`src/rtl/polinomio_horner.sv`:
```
// Sequential polynomial evaluator using Horner's rule, one multiply-accumulate per clock.
// Degree is chosen per operation and clamped to MAX_GRAU; results wrap modulo 2^WIDTH.
module polinomio_horner #(
    parameter int unsigned WIDTH    = 16,
    parameter int unsigned MAX_GRAU = 2
) (
    input  logic                          ck,
    input  logic                          rst,
    input  logic                          inicio,
    input  logic [3:0]                    grau,
    input  logic [WIDTH-1:0]              X,
    input  logic [(MAX_GRAU+1)*WIDTH-1:0] coefs,
    output logic [WIDTH-1:0]              Resultado,
    output logic                          pronto,
    output logic                          ocupado,
    output logic                          overflow
);

    localparam int unsigned NC = MAX_GRAU + 1;
    localparam int unsigned IW = (NC > 1) ? $clog2(NC) : 1;
    localparam int unsigned PW = 2 * WIDTH;
    localparam int unsigned SW = WIDTH + 1;

    typedef enum logic [1:0] {IDLE, CALC, DONE} state_t;

    state_t           state_q, state_d;
    logic [WIDTH-1:0] x_q, x_d;
    logic [WIDTH-1:0] acc_q, acc_d;
    logic [WIDTH-1:0] coef_q [NC];
    logic [WIDTH-1:0] coef_d [NC];
    logic [3:0]       idx_q, idx_d;
    logic             ovf_q, ovf_d;
    logic [WIDTH-1:0] res_q, res_d;
    logic             pronto_q, pronto_d;
    logic             ocupado_q, ocupado_d;
    logic             ovf_out_q, ovf_out_d;

    logic [WIDTH-1:0] coef_in_c [NC];
    logic [3:0]       g_c;
    logic [PW-1:0]    prod_c;
    logic [SW-1:0]    sum_c;
    logic             step_ovf_c;

    // Unpack the coefficient bus and clamp the requested degree.
    always_comb begin
        for (int unsigned i = 0; i < NC; i++) begin
            coef_in_c[i] = coefs[i*WIDTH +: WIDTH];
        end
        g_c = (grau > 4'(MAX_GRAU)) ? 4'(MAX_GRAU) : grau;
    end

    // One Horner step: acc*X + c_(idx-1), overflow from the high product half or the carry.
    always_comb begin
        prod_c     = PW'(acc_q) * PW'(x_q);
        sum_c      = SW'(prod_c[WIDTH-1:0]) + SW'(coef_q[IW'(idx_q - 4'd1)]);
        step_ovf_c = (|prod_c[PW-1:WIDTH]) | sum_c[WIDTH];
    end

    always_comb begin
        state_d   = state_q;
        x_d       = x_q;
        acc_d     = acc_q;
        coef_d    = coef_q;
        idx_d     = idx_q;
        ovf_d     = ovf_q;
        res_d     = res_q;
        pronto_d  = 1'b0;
        ovf_out_d = ovf_out_q;

        case (state_q)
            IDLE: begin
                if (inicio) begin
                    x_d    = X;
                    coef_d = coef_in_c;
                    acc_d  = coef_in_c[IW'(g_c)];
                    idx_d  = g_c;
                    ovf_d  = 1'b0;
                    if (g_c == 4'd0) begin
                        state_d   = DONE;
                        res_d     = coef_in_c[0];
                        ovf_out_d = 1'b0;
                        pronto_d  = 1'b1;
                    end else begin
                        state_d = CALC;
                    end
                end
            end
            CALC: begin
                acc_d = sum_c[WIDTH-1:0];
                idx_d = idx_q - 4'd1;
                ovf_d = ovf_q | step_ovf_c;
                if (idx_q == 4'd1) begin
                    state_d   = DONE;
                    res_d     = sum_c[WIDTH-1:0];
                    ovf_out_d = ovf_q | step_ovf_c;
                    pronto_d  = 1'b1;
                end
            end
            DONE:    state_d = IDLE;
            default: state_d = IDLE;
        endcase

        ocupado_d = (state_d != IDLE);
    end

    always_ff @(posedge ck or posedge rst) begin
        if (rst) begin
            state_q   <= IDLE;
            x_q       <= '0;
            acc_q     <= '0;
            coef_q    <= '{default: '0};
            idx_q     <= '0;
            ovf_q     <= 1'b0;
            res_q     <= '0;
            pronto_q  <= 1'b0;
            ocupado_q <= 1'b0;
            ovf_out_q <= 1'b0;
        end else begin
            state_q   <= state_d;
            x_q       <= x_d;
            acc_q     <= acc_d;
            coef_q    <= coef_d;
            idx_q     <= idx_d;
            ovf_q     <= ovf_d;
            res_q     <= res_d;
            pronto_q  <= pronto_d;
            ocupado_q <= ocupado_d;
            ovf_out_q <= ovf_out_d;
        end
    end

    assign Resultado = res_q;
    assign pronto    = pronto_q;
    assign ocupado   = ocupado_q;
    assign overflow  = ovf_out_q;

endmodule

```
`config.mk`:
```
export PLATFORM = sky130hd
export DESIGN_NAME = polinomio_horner
export DESIGN_NICKNAME = d
export VERILOG_FILES = /design/src/rtl/polinomio_horner.sv
export SDC_FILE = /design/constraint.sdc
export NUM_CORES = 1
export LEC_CHECK = 0
export CORE_ASPECT_RATIO = 0.5
export CORE_MARGIN = 8
export CORE_UTILIZATION = 60
export CTS_BUF_LIST = sky130_fd_sc_hd__clkbuf_4 sky130_fd_sc_hd__clkbuf_8
export DETAILED_ROUTE_END_ITERATION = 12
export PLACE_DENSITY_LB_ADDON = 0.3
export SKIP_CTS_REPAIR_TIMING = 1
export SLEW_MARGIN = 10
export SYNTH_ARGS = -nofsm -noshare
export SYNTH_HDL_FRONTEND = slang
export SYNTH_SLANG_ARGS = --single-unit
```
`constraint.sdc`:
```
create_clock -name ck -period 16 [get_ports ck]
set_clock_uncertainty 0.2 [all_clocks]
set_input_delay 4 -clock ck [delete_from_list [all_inputs] [get_ports ck]]
set_output_delay 4 -clock ck [all_outputs]
set_load 0.05 [all_outputs]
```
======== After elaboration in Yosys (flattened, before gate mapping) ========
Index checks and enable logic that the tools add are counted.
storage, ports and cells
  flip-flop bits (word level) ............. 106
  bits of input ports ..................... 71
  output and inout port bits .............. 19
  word-level logic and storage cells ...... 64
cells by class
  add/subtract/negate cells ............... 2
  multiply operators ...................... 1
  magnitude comparators ................... 3
  equal/unequal tests ..................... 5
  mux-type cells .......................... 29
  bitwise operators ....................... 4
  reduce and logical (&&, ||, !) cells .... 8
operators with widths
  kind                   count
  $mux W16               8
  $bmux W16 S2           2
  $pmux W16 S2           2
  $mul A16 B16 Y32       1
  $add A16 B16 Y17       1
  $reduce_or A16 Y1      1
  $mux W4                2
  $pmux W4 S2            1
  $mux W1                7
  $ge A3 B3 Y1 const B   2
  $mux W2                3
  $ne A2 B2 Y1 const B   3
  $not A2 Y3             2
  $pmux W1 S2            3
  $eq A4 B1 Y1 const B   1
  $gt A4 B2 Y1 const B   1
  $logic_not A4 Y1       1
  $pmux W2 S2            1
  $reduce_and A2 Y1      2
  $reduce_and A4 Y1      1
  $reduce_bool A2 Y1     2
  $sub A4 B1 Y4 const B  1
  $eq A2 B1 Y1 const B   1
  $logic_not A2 Y1       1
  $or A1 B1 Y1           2

======== Depth between registers and ports, before layout ========
Gate-level depths: netlist of run 1.
  depth in word-level cells ............... 10
  mapped depth ............................ 30
  gate-level depth less buffers ........... 29

======== Least setup slack after synthesis of run 1 ========
OpenSTA, ideal clock, no wires.
  path kind ............................... reg2reg
  from .................................... register acc_q[6]
  to ...................................... register ovf_out_q, in the netlist overflow
  library setup time ...................... 0.132 ns
  arrival ................................. 6.464 ns
  data required time ...................... 15.668 ns
  slack ................................... 9.205 ns
  stages on the path, launching flop included .. 30
  buffers on the path ..................... 2
  period minus slack after synthesis ...... 6.795 ns
  cells stage by stage .................... dfrtp_1 -> clkbuf_1 -> clkbuf_1 -> nand2_1 -> fa_1 -> fa_1 -> fa_1 -> inv_1 -> ha_1 -> fa_1 -> inv_1 -> fa_1 -> inv_1 -> ha_1 -> o21ai_1 -> a221o_1 -> a31o_1 -> nand2b_1 -> a21oi_1 -> xnor2_1 -> ha_1 -> a21oi_1 -> nor2b_1 -> o21ai_0 -> o211ai_1 -> a211o_1 -> nor4_2 -> nand4_1 -> o31ai_2 -> o31ai_1
between the ends
  cells in the longest elaborated chain, start to end .. 6
  elaborated cells between the ends (all ways) .. 7
  classes of those cells .................. add/sub: 1; mul: 1; mux: 2; bitwise: 2; reduce/logical: 1
ends and longest elaborated chain
  element                                                       line    text
  start, declared                                               28      logic [WIDTH-1:0] acc_q, acc_d;
  start signal, assigned                                        110     acc_q <= '0;
  start signal, assigned                                        121     acc_q <= acc_d;
  $mul A16 B16 Y32 (*)                                          54      prod_c = PW'(acc_q) * PW'(x_q);
  $add A16 B16 Y17 / $reduce_or A16 Y1 (equally long branches)  55, 56
  $or A1 B1 Y1 (*)                                              56      step_ovf_c = (|prod_c[PW-1:WIDTH]) | sum_c[WIDTH];
  $or A1 B1 Y1 (*)                                              95      ovf_out_d = ovf_q | step_ovf_c;
  $mux W1 (*)                                                   92      if (idx_q == 4'd1) begin
  $pmux W1 S2 (*)                                               70      case (state_q)
  end signal, assigned                                          128     ovf_out_q <= ovf_out_d;
  end, declared                                                 36      logic ovf_out_q, ovf_out_d;
Every way passes the cells marked *; elsewhere a longest branch is shown, timed or not. The select of a mux whose other input is x is not followed.
A chain may end at the register's enable or synchronous reset.

======== Final worst setup path of run 1 ========
  from .................................... register acc_q[8]
  to ...................................... register ovf_out_q, in the netlist overflow
Same word-level chain as after synthesis.

==> results of run 1 <==
[cell type report]
cell class                      count  share of cell area
Multi-Input combinational cell   1247               0.673
Sequential cell                   106               0.171
Timing Repair Buffer              102              0.0637
Inverter                          225              0.0546
Tap cell                          315              0.0254
Clock buffer                        9             0.00798
Clock inverter                      7             0.00483
[logic make-up after synthesis]
group / Yosys count
compound gates: 228
simple gates: 632
xor+xnor: 35
buf+inv: 305
fa+ha+maj: 317
flops: 106
mux: 35
[metal layers]
layer  vias up  global-route usage  part of all wire
li1       5311                   -                 -
met1      5819               0.455              0.46
met2       611               0.391              0.40
met3        39               0.122              0.14
met4         0              0.0446             0.010
met5         -                   0                 0
[through the flow]
stage | hold slack [ps] | utilization | cells | cell area (sq um) | setup WS, ps
CTS | 290 | 0.656 | 2011 | 15500 | 8500
finish | 289 | 0.656 | 2011 | 15500 | 8430
global placement | 257 | 0.648 | 1995 | 15300 | 8760
floorplan | 245 | - | 1658 | 14300 | 9010
detailed placement | 262 | 0.648 | 1995 | 15300 | 8520
global route | 312 | 0.656 | 2011 | 15500 | 8000
[critical path, stage by stage, from the launching register on]
cell	delay, ps
dfrtp_1	800
nand2_1	170
fa_1	550
fa_1	480
fa_1	560
inv_1	50
ha_1	280
fa_1	480
inv_1	50
fa_1	480
inv_1	40
ha_1	320
a211oi_2	370
a221o_1	270
a31o_1	190
nand2b_1	110
a21oi_1	190
xnor2_1	150
ha_1	320
a21oi_1	150
nor2b_1	50
o21ai_0	180
o211ai_1	120
a211o_1	240
nor4_2	130
nand4_1	130
o31ai_2	280
o31ai_1	90
[worst paths after layout]
path,endpoint,startpoint,slack [ps],depth (start not counted)
min in group asynchronous,Resultado[10],rst,3810,2
max in group asynchronous,coef_q[18],rst,10560,3
hold / removal,coef_q[18],coef_q[18],290,2
setup reg to reg,overflow,acc_q[8],8430,27
setup / recovery,overflow,acc_q[8],8430,27
hold reg to reg,coef_q[18],coef_q[18],290,2
[state kept, by name, indices dropped and copies added, names as in the netlist]
register   flops
coef_q        48
pronto         1
idx_q          4
ovf_q          1
x_q           16
acc_q         16
ocupado        1
overflow       1
Resultado     16
state_q        2
[placed cells by master (no fill, tap or decap), types with 4 or more instances in the layout]
cell             instances
nor2_1                  67
nand4_1                  5
o211ai_1                11
buf_4                   13
xor2_1                  10
fa_1                   195
nor3_1                   6
a31oi_1                 15
o21a_1                   8
and2_1                 132
dfrtp_1                106
nand2_1                368
clkbuf_8                 9
clkdlybuf4s50_1         89
mux2i_1                 33
inv_1                  224
o21ai_1                  9
xnor2_1                 25
nand3_1                 22
a21oi_1                 59
o21ai_0                 42
and3_1                   4
nor2b_1                  7
o21bai_1                 8
a21o_1                  11
ha_1                   122
nand2b_1                 4
a211o_1                  4
a211oi_1                27
==> impl_metrics.py, run 1 <==
metrics = {
    "timing": {
        "final-hold-violation-count": 0,
        "worst_slew_pin_slew_ps": 953,
        "rsz0062_at_grt": "false",
        "period_minus_slack_ps": 7570,
        "setup_tns_ps": 0,
        "clock.fmax_ghz": 0.132,
        "slew_viol_final": 0,
        "finalCritPeriodShare": 0.473,
        "finalSetupViolCount": 0,
        "slew-limit-headroom": 0.364,
    },
    "clock_tree": {
        "cts_sinks": 106,
        "clkTransAtPathRegs_ps": 120,
        "numCtsBuffers": 9,
        "clock-root-buffer": "clkbuf_8",
        "cts_tree": "yes",
        "clockBufferDepth": 2,
        "clk_latency_ps": 440,
        "cts-htree-levels": 3,
    },
    "yosys": {
        "synth.area.mux_share": 0.0248,
        "synth_edf_count": 0,
        "yosys-top-cells-area": "fa_1, dfrtp_1, ha_1",
        "syn_area_sq_um": 14300,
        "synth_top_family_by_area": "adder cells",
        "syn_nets": 2046,
        "synth_xor_area_frac": 0.0215,
        "yosys_most_used_dff": "dfrtp_1",
        "synthAdderAreaFrac": 0.381,
        "synthCells": 1658,
        "synth_warnings": 0,
        "yosys.area_share.simple": 0.200,
        "synthTopCellsByCount": "nand2_1, inv_1, fa_1",
        "syn_area_per_cell_sq_um": 8.60,
        "synth_compound_area_frac": 0.104,
        "async_reset_ff_frac": 1.00,
        "netlist.area_leader.share": 0.274,
        "ys_types": 65,
        "yosysSeqAreaShare": 0.186,
        "synth-seq-cells": 106,
        "yosysMostFrequentCell": "nand2_1",
        "yosysTopAreaCell": "fa_1",
    },
    "place": {
        "io_buffers": 89,
        "gp_congestion": 0.971,
        "place_hpwl_mm": 32.9,
    },
    "die": {
        "coreArea_sq_um": 23700,
        "num_rows": 40,
        "die_area_sq_um": 29200,
        "pin_count": 90,
        "initial_utilization": 0.602,
        "die_h_microns": 125,
        "die_w_microns": 234,
    },
    "drt": {
        "drtAntennaViolNets": 0,
        "drc": 0,
        "routed_wl_mm": 41.4,
        "vias": 11800,
        "drtIter0Drc": 1480,
        "vias_per_cell": 5.86,
        "wl_per_cell_microns": 20.6,
        "drtPass1Iterations": 5,
    },
    "run_status": {
        "status": "completed",
    },
    "grt": {
        "grt_max_degree": 82,
        "grt-ovfl-total": 0,
        "grt_pass1_vias": 12100,
        "grt_pass1_wl_mm": 67.8,
        "gr-usage-all-layers": 0.297,
        "antenna_found_initial": 0,
    },
    "min_path": {
        "min_path_type": "reg2reg",
    },
    "critical_path": {
        "cp-start-kind": "flip-flop",
        "critPathRequiredTime_ps": 16120,
        "critPathKind": "reg2reg",
        "worstPathMaxFanout": 17,
        "arrival_ps": 7700,
        "worst_setup_path_end_kind": "flip-flop",
    },
    "layout": {
        "fin_nets": 2079,
        "area_delta_synth_final_pct": 8.94,
        "drive_gt1_frac": 0.0307,
        "num_antenna_cells": 0,
        "fillers": 1915,
        "multi_input_area_sq_um": 10400,
        "ff_latch_area_sq_um": 2650,
    },
    "flow_run": {
        "drv_cap": 0,
    },
}
Power of run 1 is left out: the tool's default activity adds up to more than one toggle a clock period on the data nets, which glitch-free logic cannot reach.
==> run 2: changes to the inputs <==
Settings changed: CORE_UTILIZATION 60 to 57.
Clock period 16 ns to 6.4 ns, I/O delays scaled along.
==> run 2 against run 1 <==
Compared with the run above:
- critical path depth fell by 2
- largest cell class unchanged
- critical endpoint unchanged
- count of clock-buffer cells in the layout up 1
- die area is 4.7% higher
- setup slack worse by 8800 ps
- the flow now finishes with violations (negative setup slack)
- flip-flop and latch count unchanged
- register-to-register slack worse by 8800 ps
- fmax grew 11%
- via count grew 3.7%
- sequential share of layout area down 1.2 points
- non-clock buffer count up 140
==> impl_metrics.py, run 2 (same netlist as run 1, synthesis figures left out) <==
metrics = {
    "run_status": {
        "status": "finished with violations",
        "violations": "negative setup slack",
    },
    "drt": {
        "vias": 12200,
        "routed_wl_mm": 39.5,
        "drc": 0,
        "drtIter0Drc": 1001,
        "drtPass1Iterations": 5,
        "vias_per_cell": 5.60,
        "wl_per_cell_microns": 18.1,
        "drtAntennaViolNets": 0,
    },
    "timing": {
        "clock.fmax_ghz": 0.147,
        "setup_slack_ps": -396,
        "worst_slew_pin_slew_ps": 1100,
        "period_minus_slack_ps": 6800,
        "rsz0062_at_grt": "true",
        "slew_viol_final": 0,
        "slew-limit-headroom": 0.265,
        "finalSetupViolCount": 7,
        "finalCritPeriodShare": 1.06,
        "final-hold-violation-count": 0,
        "setup_tns_ps": -1350,
    },
    "grt": {
        "use_met3": 0.0489,
        "grt_use_met1": 0.355,
        "top_usage_layer": "met2",
        "gr-usage-all-layers": 0.262,
        "grt_pass1_vias": 12700,
        "grt_max_degree": 68,
        "grt-ovfl-total": 0,
        "grt_use_met2": 0.426,
        "grt_pass1_wl_mm": 64.6,
        "antenna_found_initial": 0,
    },
    "die": {
        "pin_count": 90,
        "die_w_microns": 240,
        "die_h_microns": 128,
        "num_rows": 41,
        "coreArea_sq_um": 24900,
        "die_area_sq_um": 30600,
        "initial_utilization": 0.573,
    },
    "layout": {
        "largest_register": "coef_q",
        "final_common_cell": "nand2_1",
        "instances_no_fill": 2180,
        "design_area_sq_um": 16800,
        "largest_register_ffs": 48,
        "area_delta_synth_final_pct": 17.7,
        "drive_gt1_frac": 0.115,
        "layout_common_cells": "nand2_1, inv_1, fa_1, buf_4, and2_1",
        "num_antenna_cells": 0,
        "fin_nets": 2219,
    },
    "place": {
        "placed_area_sq_um": 16500,
        "io_buffers": 89,
        "place_hpwl_mm": 33.0,
        "gp_congestion": 0.937,
        "placedCellCount": 2164,
    },
    "clock_tree": {
        "cts-htree-levels": 3,
        "clk_latency_ps": 410,
        "cts_tree": "yes",
        "clockBufferDepth": 2,
        "clkTransAtPathRegs_ps": 130,
        "clock-root-buffer": "clkbuf_8",
        "cts_sinks": 106,
        "numCtsBuffers": 9,
    },
    "critical_path": {
        "critPathKind": "reg2reg",
        "cp-start-kind": "flip-flop",
        "arrival_ps": 6900,
        "critPathRequiredTime_ps": 6500,
        "worstPathMaxFanout": 5,
        "worst_setup_path_end_kind": "flip-flop",
    },
    "min_path": {
        "min_path_type": "reg2reg",
    },
    "flow_run": {
        "drv_cap": 0,
    },
}
==> run 2: cell count changes in the layout (fill, tap and decap cells not counted), sizes merged <==
cell	change
buf	+140
bufinv	+1
clkbuf	+1
inv	-2
==> run 2: final cells by class <==
type                    count  area [sq um]
inverters                 225           847
repair buffers            242          2120
fillers                  1977          8100
flip-flops and latches    106          2660
clock buffers              10           131
clock inverters             6          72.6
multi-input cells        1247         10500
well taps                 344           430
==> run 2: critical path, stage by stage, from the launching register on <==
cell	delay, ps
dfrtp_1	450
and2_4	180
fa_1	500
inv_1	50
fa_1	460
fa_1	500
fa_1	550
inv_1	50
fa_1	500
fa_1	460
ha_4	300
inv_2	40
nor3_1	350
a21oi_2	140
o21bai_1	170
a21oi_1	100
xnor2_1	130
ha_1	290
nor2b_1	130
o21ai_1	160
o211ai_1	120
a211o_1	250
nor4_2	140
nand4_1	140
o31ai_2	240
o31ai_1	90
==> run 2: worst paths after layout <==
check | depth (start not counted) | slack [ps] | to | from
max in group asynchronous | 3 | 3340 | x_q[2] | rst
worst min-delay path | 2 | 290 | coef_q[4] | coef_q[4]
worst min register to register | 2 | 290 | coef_q[4] | coef_q[4]
min in group asynchronous | 2 | 1500 | coef_q[42] | rst
worst max register to register | 25 | -400 | overflow | x_q[5]
worst max-delay path | 25 | -400 | overflow | x_q[5]
==> run 2: layer usage <==
metal / vias to the layer above / part of all wire / routed length, microns
met5: - / 0 / 0
met4: 0 / 0.026 / 1030
met3: 78 / 0.075 / 2960
met2: 459 / 0.46 / 18300
met1: 6083 / 0.44 / 17200
li1: 5595 / - / -
==> run 2: stage by stage <==
stage	setup WS (ps)	utilization	hold WS, ps
global placement	-285	0.664	257
CTS	-437	0.673	289
detailed placement	-419	0.664	263
finish	-396	0.674	286
global route	-650	0.674	307
floorplan	-149	-	240
Power of run 2 is left out for the same reason.
